==> src/rtl/seg_pkg.sv <==
// Shared constants for the 4-digit multiplexed seven-segment scanner.
// All segment patterns are active-low {g,f,e,d,c,b,a}.
package seg_pkg;

    localparam int unsigned NUM_DIGITS = 4;

    typedef logic [3:0] bcd_t;
    typedef logic [6:0] seg_t;
    typedef logic [1:0] slot_t;

    // Entry [n] is the pattern for digit n; the concatenation lists 9 down to 0.
    localparam logic [9:0][6:0] SEG_TABLE = {
        7'h10, 7'h00, 7'h78, 7'h02, 7'h12,
        7'h19, 7'h30, 7'h24, 7'h79, 7'h40
    };

    localparam seg_t SEG_DASH  = 7'h3f;
    localparam seg_t SEG_BLANK = 7'h7f;

endpackage

==> src/rtl/bcd7seg.sv <==
// Combinational BCD to active-low seven-segment decoder.
// Codes 10..15 are not decimal digits and show a dash.
module bcd7seg
    import seg_pkg::*;
(
    input  logic [3:0] bcd,
    output logic [6:0] seg
);

    always_comb begin
        seg = SEG_DASH;
        if (bcd <= 4'd9) begin
            seg = SEG_TABLE[bcd];
        end
    end

endmodule

==> src/rtl/seg_scan4.sv <==
// Time-multiplexed driver for a 4-digit MM:SS seven-segment display.
// Digits are latched once per full scan so a refresh never mixes old and new time.
module seg_scan4
    import seg_pkg::*;
#(
    parameter int unsigned SCAN_DIV = 50000,
    parameter bit          BLANK_LZ = 1'b1
) (
    input  logic       clk,
    input  logic       rst,
    input  logic [3:0] d0,
    input  logic [3:0] d1,
    input  logic [3:0] d2,
    input  logic [3:0] d3,
    input  logic [3:0] dp_mask,
    output logic [3:0] an,
    output logic [6:0] seg,
    output logic       dp
);

    localparam int unsigned DIV_W = $clog2(SCAN_DIV);
    localparam logic [DIV_W-1:0] DIV_LAST = DIV_W'(SCAN_DIV - 1);

    logic [DIV_W-1:0]                div_q;
    slot_t                           idx_q;
    logic [NUM_DIGITS-1:0][3:0]      shadow_q;
    logic [NUM_DIGITS-1:0]           shadow_dp_q;

    logic  tick;
    logic  capture;
    logic  blank;
    bcd_t  cur_digit;
    seg_t  dec_seg;

    assign tick      = (div_q == DIV_LAST);
    assign capture   = tick && (idx_q == 2'd3);
    assign cur_digit = shadow_q[idx_q];
    // Blank a leading zero in the minute-tens position only; the enable stays on.
    assign blank     = BLANK_LZ && (idx_q == 2'd3) && (shadow_q[3] == 4'd0);

    bcd7seg u_dec (
        .bcd (cur_digit),
        .seg (dec_seg)
    );

    always_ff @(posedge clk or posedge rst) begin
        if (rst) begin
            div_q       <= '0;
            idx_q       <= '0;
            shadow_q    <= '0;
            shadow_dp_q <= '0;
            an          <= 4'b1111;
            seg         <= SEG_BLANK;
            dp          <= 1'b1;
        end else begin
            div_q <= tick ? '0 : div_q + DIV_W'(1);
            if (tick) begin
                idx_q <= idx_q + 2'd1;
            end
            if (capture) begin
                shadow_q    <= {d3, d2, d1, d0};
                shadow_dp_q <= dp_mask;
            end
            an  <= ~(4'b0001 << idx_q);
            seg <= blank ? SEG_BLANK : dec_seg;
            dp  <= ~shadow_dp_q[idx_q];
        end
    end

endmodule
==> config.mk <==
export PLATFORM = sky130hd
export DESIGN_NAME = seg_scan4
export DESIGN_NICKNAME = d
export VERILOG_FILES = /design/src/rtl/seg_pkg.sv /design/src/rtl/bcd7seg.sv /design/src/rtl/seg_scan4.sv
export SDC_FILE = /design/constraint.sdc
export NUM_CORES = 1
export LEC_CHECK = 0
export ABC_AREA = 1
export CAP_MARGIN = 40
export CORE_MARGIN = 4
export CORE_UTILIZATION = 59
export CTS_CLUSTER_SIZE = 30
export DETAILED_ROUTE_END_ITERATION = 10
export PLACE_DENSITY = 0.84
export SYNTH_ARGS = -nofsm -noshare
export SYNTH_HDL_FRONTEND = slang
export SYNTH_HIERARCHICAL = 1
export SYNTH_SLANG_ARGS = --single-unit
==> constraint.sdc <==
create_clock -name clk -period 5.9 [get_ports clk]
set_clock_uncertainty 0.1 [all_clocks]
set_input_delay 1.18 -clock clk [delete_from_list [all_inputs] [get_ports clk]]
set_output_delay 1.18 -clock clk [all_outputs]
set_load 0.005 [all_outputs]
# After elaboration in Yosys (flattened, before gate mapping)
# Memory sizes are Yosys's and may differ from the RTL's.
# Index checks and enable logic that the tools add are counted.
[totals]
ff_bits = 50
mem_bits_ro = 112
input_bits = 22
out_inout_bits = 12
wordCells = 32
mem_count = 1
[op_classes]
add_sub_neg = 2
order_cmp = 3
n_eq_ne = 2
shift = 1
mux = 8
n_bitwise = 2
reduce_logical = 3
[mem_list]
columns = ["name", "depth", "width", "rd", "rd_ports_with_merged_regs", "wr", "line_no", "text"]
rows = [
  ["(no name shown)", 16, 7, 1, 0, 0, "bcd7seg.sv:13", "seg = SEG_TABLE[bcd];"],
]
[op_table]
columns = ["cell", "n"]
rows = [
  ["$mux W7", 3],
  ["$add A16 B1 Y16 const B", 1],
  ["$eq A16 B16 Y1 const B", 1],
  ["$mux W16", 1],
  ["$bmux W4 S2", 1],
  ["$lt A4 B5 Y1 const B", 1],
  ["$le A4 B4 Y1 const B", 1],
  ["$logic_not A4 Y1", 1],
  ["$mux W4", 1],
  ["$not A4 Y4", 1],
  ["$shl A1 B2 Y4 const A", 1],
  ["$lt A2 B3 Y1 const B", 1],
  ["$add A2 B1 Y2 const B", 1],
  ["$bmux W1 S2", 1],
  ["$eq A2 B2 Y1 const B", 1],
  ["$logic_and A1 B1 Y1", 2],
  ["$mux W1", 1],
  ["$not A1 Y1", 1],
]

# Longest topological paths before layout
# Gate-level depths: netlist of the first run.
[depth]
depth_word = 6
depth_mapped = 11
ltp_nobuf = 10

# Hierarchy
# Netlist of the first run, hierarchy kept.
[modules_own_cells]
columns = ["mod", "n_inst", "cells_each", "area_per_inst_um2", "seq_area_each_um2"]
rows = [
  ["seg_scan4", 1, 288, 2444.8, 1266.2],
  ["bcd7seg", 1, 30, 188.9, 0.0],
]

# Worst setup path before layout of the first run
# Ideal clock, no wire load.
[synth_timing]
path_kind = "register to register"
startpoint = "register idx_q[0]"
endpoint = "register seg[3]"
setup_time_ps = 63
t_arrival_ps = 1844
t_required_ps = 5737
setup_slack_ps = 3894
path_stages_with_launch = 12
path_buffers = 1
period_less_slack_ps = 2006
path_cell_list = "dfrtp_1 inv_1 clkbuf_1 o21ai_0 o22ai_1 inv_1 ha_1 nand2_1 inv_1 o21ai_0 inv_1 nand2_1"
[synth_via]
elab_chain_len = 6
elab_cells_between_ends = 9
classes_between = "1 x order compare; 1 x eq/ne; 5 x mux; 1 x reduce/logical; 1 x memory"
[synth_rtl]
columns = ["element", "line_no", "text"]
rows = [
  ["from (decl)", "seg_scan4.sv:25", "slot_t idx_q;"],
  ["from (signal assigned)", "seg_scan4.sv:58", "idx_q <= idx_q + 2'd1;"],
  ["$bmux W4 S2 *", "seg_scan4.sv:37", "assign cur_digit = shadow_q[idx_q];"],
  ["$mux W4 (implied by the code) *", "seg_scan4.sv:37", ""],
  ["named net cur_digit[0]", "seg_scan4.sv:32", "bcd_t cur_digit;"],
  ["$mem_v2 Z16 W7", "-", ""],
  ["$mux W7 (implied by the code)", "bcd7seg.sv:13", ""],
  ["$mux W7 *", "bcd7seg.sv:12", "if (bcd <= 4'd9) begin"],
  ["named net dec_seg[3]", "seg_scan4.sv:33", "seg_t dec_seg;"],
  ["$mux W7 *", "seg_scan4.sv:65", "seg <= blank ? SEG_BLANK : dec_seg;"],
  ["to (signal assigned)", "seg_scan4.sv:65", ""],
  ["to (decl)", "seg_scan4.sv:17", "output logic [6:0] seg,"],
]
# The timed path passes the listed nets; every way through them passes the cells marked *. The select of a mux whose other input is x is not followed.
# A chain may end at the register's enable or synchronous reset.

# Final worst setup path of the first run
[layout_timing]
startpoint = "register an[1]"
endpoint = "output port an[1]"
[layout_lines]
columns = ["element", "line_no", "text"]
rows = [
  ["from (decl)", "seg_scan4.sv:16", "output logic [3:0] an,"],
  ["from (signal assigned)", "seg_scan4.sv:64", "an <= ~(4'b0001 << idx_q);"],
]
# No word-level cell between the ends.

==> results_dict.tcl, run 1 <==
set metrics [dict create \
    status "completed" \
    r2r_cells 10 \
    cp-start-kind "flip-flop" \
    p_sw_share_pct 19.9 \
    pwr-share-seq_pct 57.8 \
    hp-start "shadow_q[5]" \
    crit_fanout 1 \
    die_y_um 74.8 \
    dp_slack_ps 3590 \
    synthArstFlopShare_pct 100 \
    htreeDepth 2 \
    dpl.hpwl_mm 3.63 \
    cts_inserted_buffers 5 \
    maxCapViolCount 0 \
    p_clk_share_pct 38.5 \
    gp_congestion 0.902 \
    synth_top_family_by_area "simple AND/OR/NAND/NOR gates" \
    ant_nets 0 \
    ys_ff_latch 50 \
    avgViaCountPerCell 5.31 \
    cts_sinks 50 \
    critical-path-slowest-cell "dfstp_2" \
    drc 0 \
    min_path_type "reg2reg" \
    hold_buffers 0 \
    ys_types 31 \
    power.switching_uw 118 \
    setup_violations 0 \
    wl_per_cell_um 12.7 \
    cp_num_buf_inv 1 \
    pwr_density_cell_mw_per_mm2 192 \
    diodes 0 \
    cpPeakStageDelay_ps 520 \
    worst_slack_ps 3300 \
    internal-power_uw 475 \
    yosysTopAreaCell "dfrtp_1" \
    cp_cell_sequence "clkdlybuf4s50_1" \
    critical-path-top-delay-family "flip-flops" \
    r2r_setup_slack_ps 3520 \
    cts_resized 0 \
    cts_tree "done" \
    first_iter_violations 140 \
    rsz0062_at_grt "false" \
    slew_violations 0 \
    ys_seq_area_share_pct 48.1 \
    holdPathStages 2 \
    p_leak_uw 0.00151 \
    clockRootBuffer "clkbuf_8" \
    p_comb_share_pct 3.7 \
    yosysWarnings 6 \
    yosysTopAreaCellShare_pct 36.1 \
    netlist_instances 318 \
    crit_arrival_ps 1320 \
    tightest_slew_ps 767 \
    synth_flop_cell "dfrtp_1" \
    core-area_mm2 0.00432 \
    worstSetupPathType "reg2out" \
    grt_use_total_pct 20.1 \
    regToRegStartpoint "idx_q[0]" \
    die-area_mm2 0.00560 \
    grt_pass1_vias 1990 \
    synth_adder_area_share_pct 4.75 \
    max_slew_margin_pct 48.9 \
    drt_wl_total_mm 5.10 \
    antenna_found_initial 0 \
    yosys-top-cells-area "dfrtp_1 36%, nand2_1 13%, dfstp_2 12%" \
    grt_max_degree 35 \
    synth_edf_count 0 \
    io_buffers 33 \
    r2r-end "seg[3]" \
    n_fill_cell 325 \
    post-cts-setup-buffer-count 0 \
    rows 24 \
    synth_compound_area_share_pct 5.13 \
    clock_latency_ps 300 \
    grt_overflow_total 0 \
    whs_ps 378 \
    min_period_ps 2600 \
    ir_worst_vdd_mv 0.121 \
    syn_nets 350 \
    fin_tns_setup_ps 0 \
    synth_xor_area_share_pct 2.33 \
    fin_nets 380 \
    top_usage_layer "met2" \
    crit_required_ps 4620 \
    gr-usage-met3_pct 4.81 \
    hold_end "shadow_q[5]" \
    fmax_mhz 384 \
    clockBufferDepth 2 \
    die_w_um 74.8 \
    grt_pass1_wl_mm 8.60 \
    synth_mux_area_share_pct 0 \
    critPathCaptureType "output pin" \
    num_io_pins 34 \
    drive_gt1_share_pct 10.6 \
    use_met1_pct 26.4 \
    syn-cell-area_mm2 0.00263 \
    drt_pass1_iterations 4 \
    fin_crit_sh_pct 44.1 \
    start_util_pct 60.9 \
    vias 2130 \
    syn_avg_cell_area_um2 8.28 \
    grtUsageMet2_pct 33.7 \
    synthToLayoutAreaGrowth_pct 17.2 \
    synth_simple_gate_area_share_pct 31.3 \
    hold_violations 0 \
    place_inst 393 \
    instances_no_fill 401 \
    clk_pin_slew_ps 90 \
]
layout by cell type, fill, tap and decap left out, types with 4 or more instances in the layout:
cell type and n:
nand2_1 92, dfrtp_1 38, inv_1 36, clkdlybuf4s50_1 33, nor2_1 32, nand4_1 24
o21ai_0 13, nand3_1 12, dfstp_2 12, ha_1 10, clkbuf_8 8, xor2_1 6
inv_2 4, o22ai_1 4
area by class of cell:
| class | instances | area (um^2) | share of cell area (%) |
|---|---|---|---|
| clock buffer | 8 | 110 | 3.57 |
| sequential | 50 | 1270 | 41.0 |
| inverter | 40 | 150 | 4.86 |
| timing repair buffer | 34 | 350 | 11.3 |
| tap | 52 | 65.1 | 2.11 |
| multi-input combinational | 217 | 1140 | 37.1 |
worst max path at each step:
stage              from           to  slack, ps  cells after the start
2_1_floorplan       rst     div_q[0]       3440                      1
3_3_place_gp        rst  shadow_q[9]       3380                      2
3_5_place_dp   idx_q[0]       seg[3]       3590                     10
4_1_cts          seg[4]       seg[4]       3270                      1
5_1_grt           an[1]        an[1]       3260                      1
6_report          an[1]        an[1]       3300                      1
cells by family (layout without fill, tap and decap cells):
family | after synthesis | count (layout)
XOR/XNOR | 7 | 7
flip-flops | 50 | 50
AND/OR/NAND/NOR | 176 | 176
adder cells (fa/ha/maj) | 10 | 10
AO/OA/AOI/OAI | 24 | 24
buffers and inverters | 51 | 82
synthesized netlist by cell type, drive strengths merged (2+ instances only):
cell type and instances:
o21bai 2, nor2 37, buf 7, dfstp 12
a21oi 2, nand4 25, dfrtp 38, o21ai 15
ha 10, nand3 15, nand2 95, o22ai 4
clkbuf 4, xor2 6, inv 40
routing by layer:
metal,up-vias,share of wire (%)
met3,7,5.5
li1,1072,-
met5,-,0
met1,988,46
met2,63,47
met4,0,1.1
per-stage QoR:
step	util (%)	power [uW]	instance area, um^2
final	71.4	593	3090
after global routing	71.4	609	3090
after CTS	71.4	599	3090
after detailed placement	68.8	372	2980
after global placement	68.4	370	2960
after floorplan	-	354	2630
state kept, by name, indices dropped and copies added, names as in the netlist:
name,count
an,4
div_q,16
dp,1
idx_q,2
seg,7
shadow_dp_q,4
shadow_q,16
power by group through the flow:
stage	logic [uW]	registers, uW	clock network, uW
2_1_floorplan	4.94	349	0
3_3_place_gp	20.2	349	0
3_5_place_dp	22.4	349	0
4_1_cts	22.5	343	234
5_1_grt	24.1	343	242
6_report	21.8	343	228
Note: power is estimated with default switching activity, not from simulation.
==> inputs of run 2 (changes only) <==
--- a/config.mk
+++ b/config.mk
@@ -8,10 +8,10 @@
 export ABC_AREA = 1
 export CAP_MARGIN = 40
 export CORE_MARGIN = 4
-export CORE_UTILIZATION = 59
+export CORE_UTILIZATION = 55
 export CTS_CLUSTER_SIZE = 30
 export DETAILED_ROUTE_END_ITERATION = 10
-export PLACE_DENSITY = 0.84
+export PLACE_DENSITY = 0.79
 export SYNTH_ARGS = -nofsm -noshare
 export SYNTH_HDL_FRONTEND = slang
 export SYNTH_HIERARCHICAL = 1
==> constraint.sdc (replaced) <==
create_clock -name clk -period 2.5 [get_ports clk]
set_clock_uncertainty 0.1 [all_clocks]
set_input_delay 0.5 -clock clk [delete_from_list [all_inputs] [get_ports clk]]
set_output_delay 0.5 -clock clk [all_outputs]
set_load 0.005 [all_outputs]
==> results_dict.tcl, run 2 (synthesized netlist as in run 1, its figures left out) <==
set metrics [dict create \
    instances_no_fill 407 \
    first_iter_violations 119 \
    layout_common_cells "92 x nand2_1, 38 x dfrtp_1, 36 x inv_1, 33 x clkdlybuf4s50_1, 32 x nor2_1" \
    grt_pass1_vias 1996 \
    max_slew_margin_pct 65.0 \
    maxCapViolCount 0 \
    whs_ps 376 \
    critPathCaptureType "flip-flop" \
    cp-start-kind "flip-flop" \
    place_inst 399 \
    fin_nets 386 \
    cts_tree "done" \
    hold_violations 0 \
    use_met1_pct 25.4 \
    hold_buffers 0 \
    gr-usage-met3_pct 3.98 \
    gp_congestion 0.849 \
    drt_pass1_iterations 4 \
    top_usage_layer "met2" \
    fin_tns_setup_ps 0 \
    grt_max_degree 23 \
    cts_sinks 50 \
    status "completed" \
    antenna_found_initial 0 \
    worst_slack_ps 409 \
    drt_wl_total_mm 5.37 \
    pwr_density_cell_mw_per_mm2 456 \
    place_area_mm2 0.00302 \
    ir_worst_vdd_mv 0.321 \
    dp_slack_ps 428 \
    avgViaCountPerCell 5.23 \
    tightest_slew_ps 525 \
    setup_violations 0 \
    fmax_mhz 478 \
    layout_commonest_cell "nand2_1" \
    drive_gt1_share_pct 11.5 \
    diodes 0 \
    crit_required_ps 2640 \
    cts_resized 0 \
    io_buffers 33 \
    vias 2130 \
    grt_pass1_wl_mm 9.39 \
    grt_overflow_total 0 \
    reg_top3 "div_q (16), shadow_q (16), seg (7)" \
    rows 24 \
    worstSetupPathType "reg2reg" \
    clk_pin_slew_ps 90 \
    fin_crit_sh_pct 83.6 \
    drc 0 \
    min_path_type "reg2reg" \
    clockRootBuffer "clkbuf_8" \
    cts_inserted_buffers 5 \
    clockBufferDepth 2 \
    final_area_mm2 0.00313 \
    die-area_mm2 0.00596 \
    die_y_um 77.2 \
    start_util_pct 58.5 \
    grt_use_total_pct 19.9 \
    p_leak_uw 0.00153 \
    crit_arrival_ps 2230 \
    synthToLayoutAreaGrowth_pct 18.8 \
    htreeDepth 2 \
    min_period_ps 2090 \
    clock_latency_ps 300 \
    core-area_mm2 0.00450 \
    num_io_pins 34 \
    slew_violations 0 \
    rsz0062_at_grt "false" \
    crit_fanout 13 \
    dpl.hpwl_mm 4.07 \
    post-cts-setup-buffer-count 0 \
    ant_nets 0 \
    wl_per_cell_um 13.2 \
    die_w_um 77.2 \
    grtUsageMet2_pct 33.8 \
]
[run 2: through the flow]
stage / utilization, % / power, uW
final: 69.4 / 1430
after CTS: 69.4 / 1440
after floorplan: - / 836
after detailed placement: 67.1 / 880
after global placement: 67.1 / 879
after global routing: 69.4 / 1480
[run 2: path summary, 6_finish.rpt]
kind	from	to	slack [ps]	depth (start not counted)
worst max-delay path	idx_q[0]	seg[3]	410	10
worst min-delay path	shadow_q[9]	shadow_q[9]	380	2
worst max register to register	idx_q[0]	seg[3]	410	10
worst min register to register	shadow_q[9]	shadow_q[9]	380	2
max in group asynchronous	rst	dp	1250	3
min in group asynchronous	rst	div_q[15]	430	2
[run 2: critical path, cell delays in order (launching register included)]
cell and delay [ps]:
dfrtp_1 400, inv_1 290, o21ai_0 140, o22ai_1 270
inv_1 150, ha_1 290, nand2_1 90, inv_1 40
o21ai_0 140, inv_1 50, nand2_1 60
[run 2: power breakdown]
part	total, uW	internal (uW)	switching, uW	leakage [uW]
clock	562	300	263	0.0000524
sequential	809	809	0	0.000538
combinational	54.4	33.5	20.9	0.000945
total	1430	1140	284	0.00153
[run 2: layer usage]
layer  wire, um  up-vias
li1           -     1083
met1       2460      986
met2       2600       54
met3        236        7
met4         73        0
met5          0        -
[run 2: final cells by class]
| cell class | instances | area (um^2) |
|---|---|---|
| repair buffers | 40 | 395 |
| multi-input cells | 217 | 1140 |
| clock inverters | 1 | 30.0 |
| flip-flops and latches | 50 | 1270 |
| well taps | 52 | 65.1 |
| clock buffers | 7 | 76.3 |
| fillers | 368 | 1380 |
| inverters | 40 | 150 |
==> inputs of run 3 (changes only) <==
==> constraint.sdc (replaced) <==
create_clock -name clk -period 2.1 [get_ports clk]
set_clock_uncertainty 0.1 [all_clocks]
set_input_delay 0.42 -clock clk [delete_from_list [all_inputs] [get_ports clk]]
set_output_delay 0.42 -clock clk [all_outputs]
set_load 0.005 [all_outputs]
==> results_dict.tcl, run 3 (synthesized netlist as in run 1, its figures left out) <==
set metrics [dict create \
    status "completed" \
    hold_violations 0 \
    cp_num_cells 10 \
    cts_tree "done" \
    rsz0062_at_grt "false" \
    slew_violations 0 \
    wl_per_cell_um 13.3 \
    io_buffers 33 \
    p_comb_share_pct 3.6 \
    hold_buffers 0 \
    grt_overflow_total 0 \
    dp_slack_ps 137 \
    post-cts-setup-buffer-count 0 \
    clock_latency_ps 300 \
    drt_pass1_iterations 4 \
    cts_sinks 50 \
    first_iter_violations 164 \
    vias 2149 \
    fin_crit_sh_pct 88.6 \
    drt_wl_total_mm 5.44 \
    start_util_pct 58.5 \
    clk_pin_slew_ps 90 \
    cp_cell_sequence "buf_4, o21ai_0, o22ai_2, inv_1, ha_1, nand2_1, inv_1, o21ai_0, inv_1, nand2_1" \
    cpMostUsedCell "inv_1" \
    reg_top3 "div_q (16), shadow_q (16), seg (7)" \
    cpPeakStageDelay_ps 380 \
    cp_num_buf_inv 4 \
    antenna_found_initial 0 \
    worstSetupPathType "reg2reg" \
    pwr_density_cell_mw_per_mm2 547 \
    cts_inserted_buffers 5 \
    wl_met1_mm 2.50 \
    grt_pass1_vias 2070 \
    r2r_cells 10 \
    internal-power_uw 1390 \
    maxCapViolCount 0 \
    dpl.hpwl_mm 3.92 \
    min_path_type "in2async" \
    critical-path-slowest-cell "dfrtp_1" \
    pwr-share-seq_pct 55.8 \
    gp_congestion 0.878 \
    setup_violations 0 \
    die_w_um 77.2 \
    die_y_um 77.2 \
    grt_pass1_wl_mm 9.66 \
    ant_nets 0 \
    clockBufferDepth 2 \
    place_area_mm2 0.00303 \
    htreeDepth 2 \
    final_area_mm2 0.00316 \
    tightest_slew_ps 434 \
    avgViaCountPerCell 5.27 \
    min_period_ps 1860 \
    core-area_mm2 0.00450 \
    p_sw_share_pct 19.5 \
    regToRegStartpoint "idx_q[0]" \
    crit_fanout 13 \
    worst_slack_ps 240 \
    highest_layer "met4" \
    synthToLayoutAreaGrowth_pct 19.9 \
    route.met3.wl_um 219 \
    whs_ps 330 \
    p_leak_uw 0.00155 \
    drc 0 \
    max_slew_margin_pct 71.1 \
    crit_start "idx_q[0]" \
    ir_worst_vdd_mv 0.283 \
    p_clk_share_pct 40.7 \
    grt_use_total_pct 20.3 \
    cp-start-kind "flip-flop" \
    clockRootBuffer "clkbuf_8" \
    layout_commonest_cell "nand2_1" \
    rows 24 \
    num_io_pins 34 \
    wl_met2_mm 2.64 \
    critical-path-top-delay-family "compound AO/OA/AOI/OAI gates" \
    fin_nets 387 \
    drive_gt1_share_pct 12.9 \
    critPathCaptureType "flip-flop" \
    power.switching_uw 337 \
    fin_tns_setup_ps 0 \
    fmax_mhz 538 \
    layout_common_cells "92 x nand2_1, 38 x dfrtp_1, 35 x inv_1, 33 x clkdlybuf4s50_1, 32 x nor2_1" \
    grt_max_degree 33 \
    diodes 0 \
    crit_arrival_ps 2000 \
    crit_required_ps 2240 \
    die-area_mm2 0.00596 \
    cts_resized 0 \
]
[run 3: power groups by stage]
stage | sequential [uW] | clock [uW] | combinational, uW
2_1_floorplan | 981 | 0 | 13.9
3_3_place_gp | 981 | 0 | 62.1
3_5_place_dp | 981 | 0 | 63.2
4_1_cts | 963 | 715 | 63.4
5_1_grt | 963 | 767 | 68.6
6_report | 963 | 702 | 61.4
[run 3: worst paths after layout]
kind,endpoint,slack (ps)
max,seg[3],240
min,idx_q[1],330
max reg2reg,seg[3],240
min reg2reg,shadow_q[10],380
max in group asynchronous,an[1],980
min in group clk,shadow_q[10],380
[run 3: stage by stage]
| step | utilization [%] | cells | power [uW] |
|---|---|---|---|
| 2_1_floorplan | - | 318 | 995 |
| 3_3_place_gp | 67.3 | 400 | 1040 |
| 3_5_place_dp | 67.3 | 400 | 1040 |
| 4_1_cts | 69.8 | 408 | 1740 |
| 5_1_grt | 70.1 | 408 | 1800 |
| 6_report | 70.1 | 408 | 1730 |
[run 3: routing by layer]
layer  up-vias  GRT usage, %
li1       1086             -
met1      1008          25.4
met2        47          34.6
met3         8          4.92
met4         0          6.23
met5         -             0
[run 3: layout make-up]
type	instances	area [um^2]
Fill cell	369	1350
Sequential cell	50	1270
Multi-Input combinational cell	217	1160
Timing Repair Buffer	41	403
Inverter	40	150
Clock buffer	7	86.3
Tap cell	52	65.1
Clock inverter	1	30.0
[run 3: worst register-to-register path: cells and delay by family (launching register included)]
family | cells | cell delay (ps)
AND/OR/NAND/NOR | 2 | 150
flip-flops | 1 | 380
adder cells (fa/ha/maj) | 1 | 240
buffers and inverters | 4 | 400
AO/OA/AOI/OAI | 3 | 540
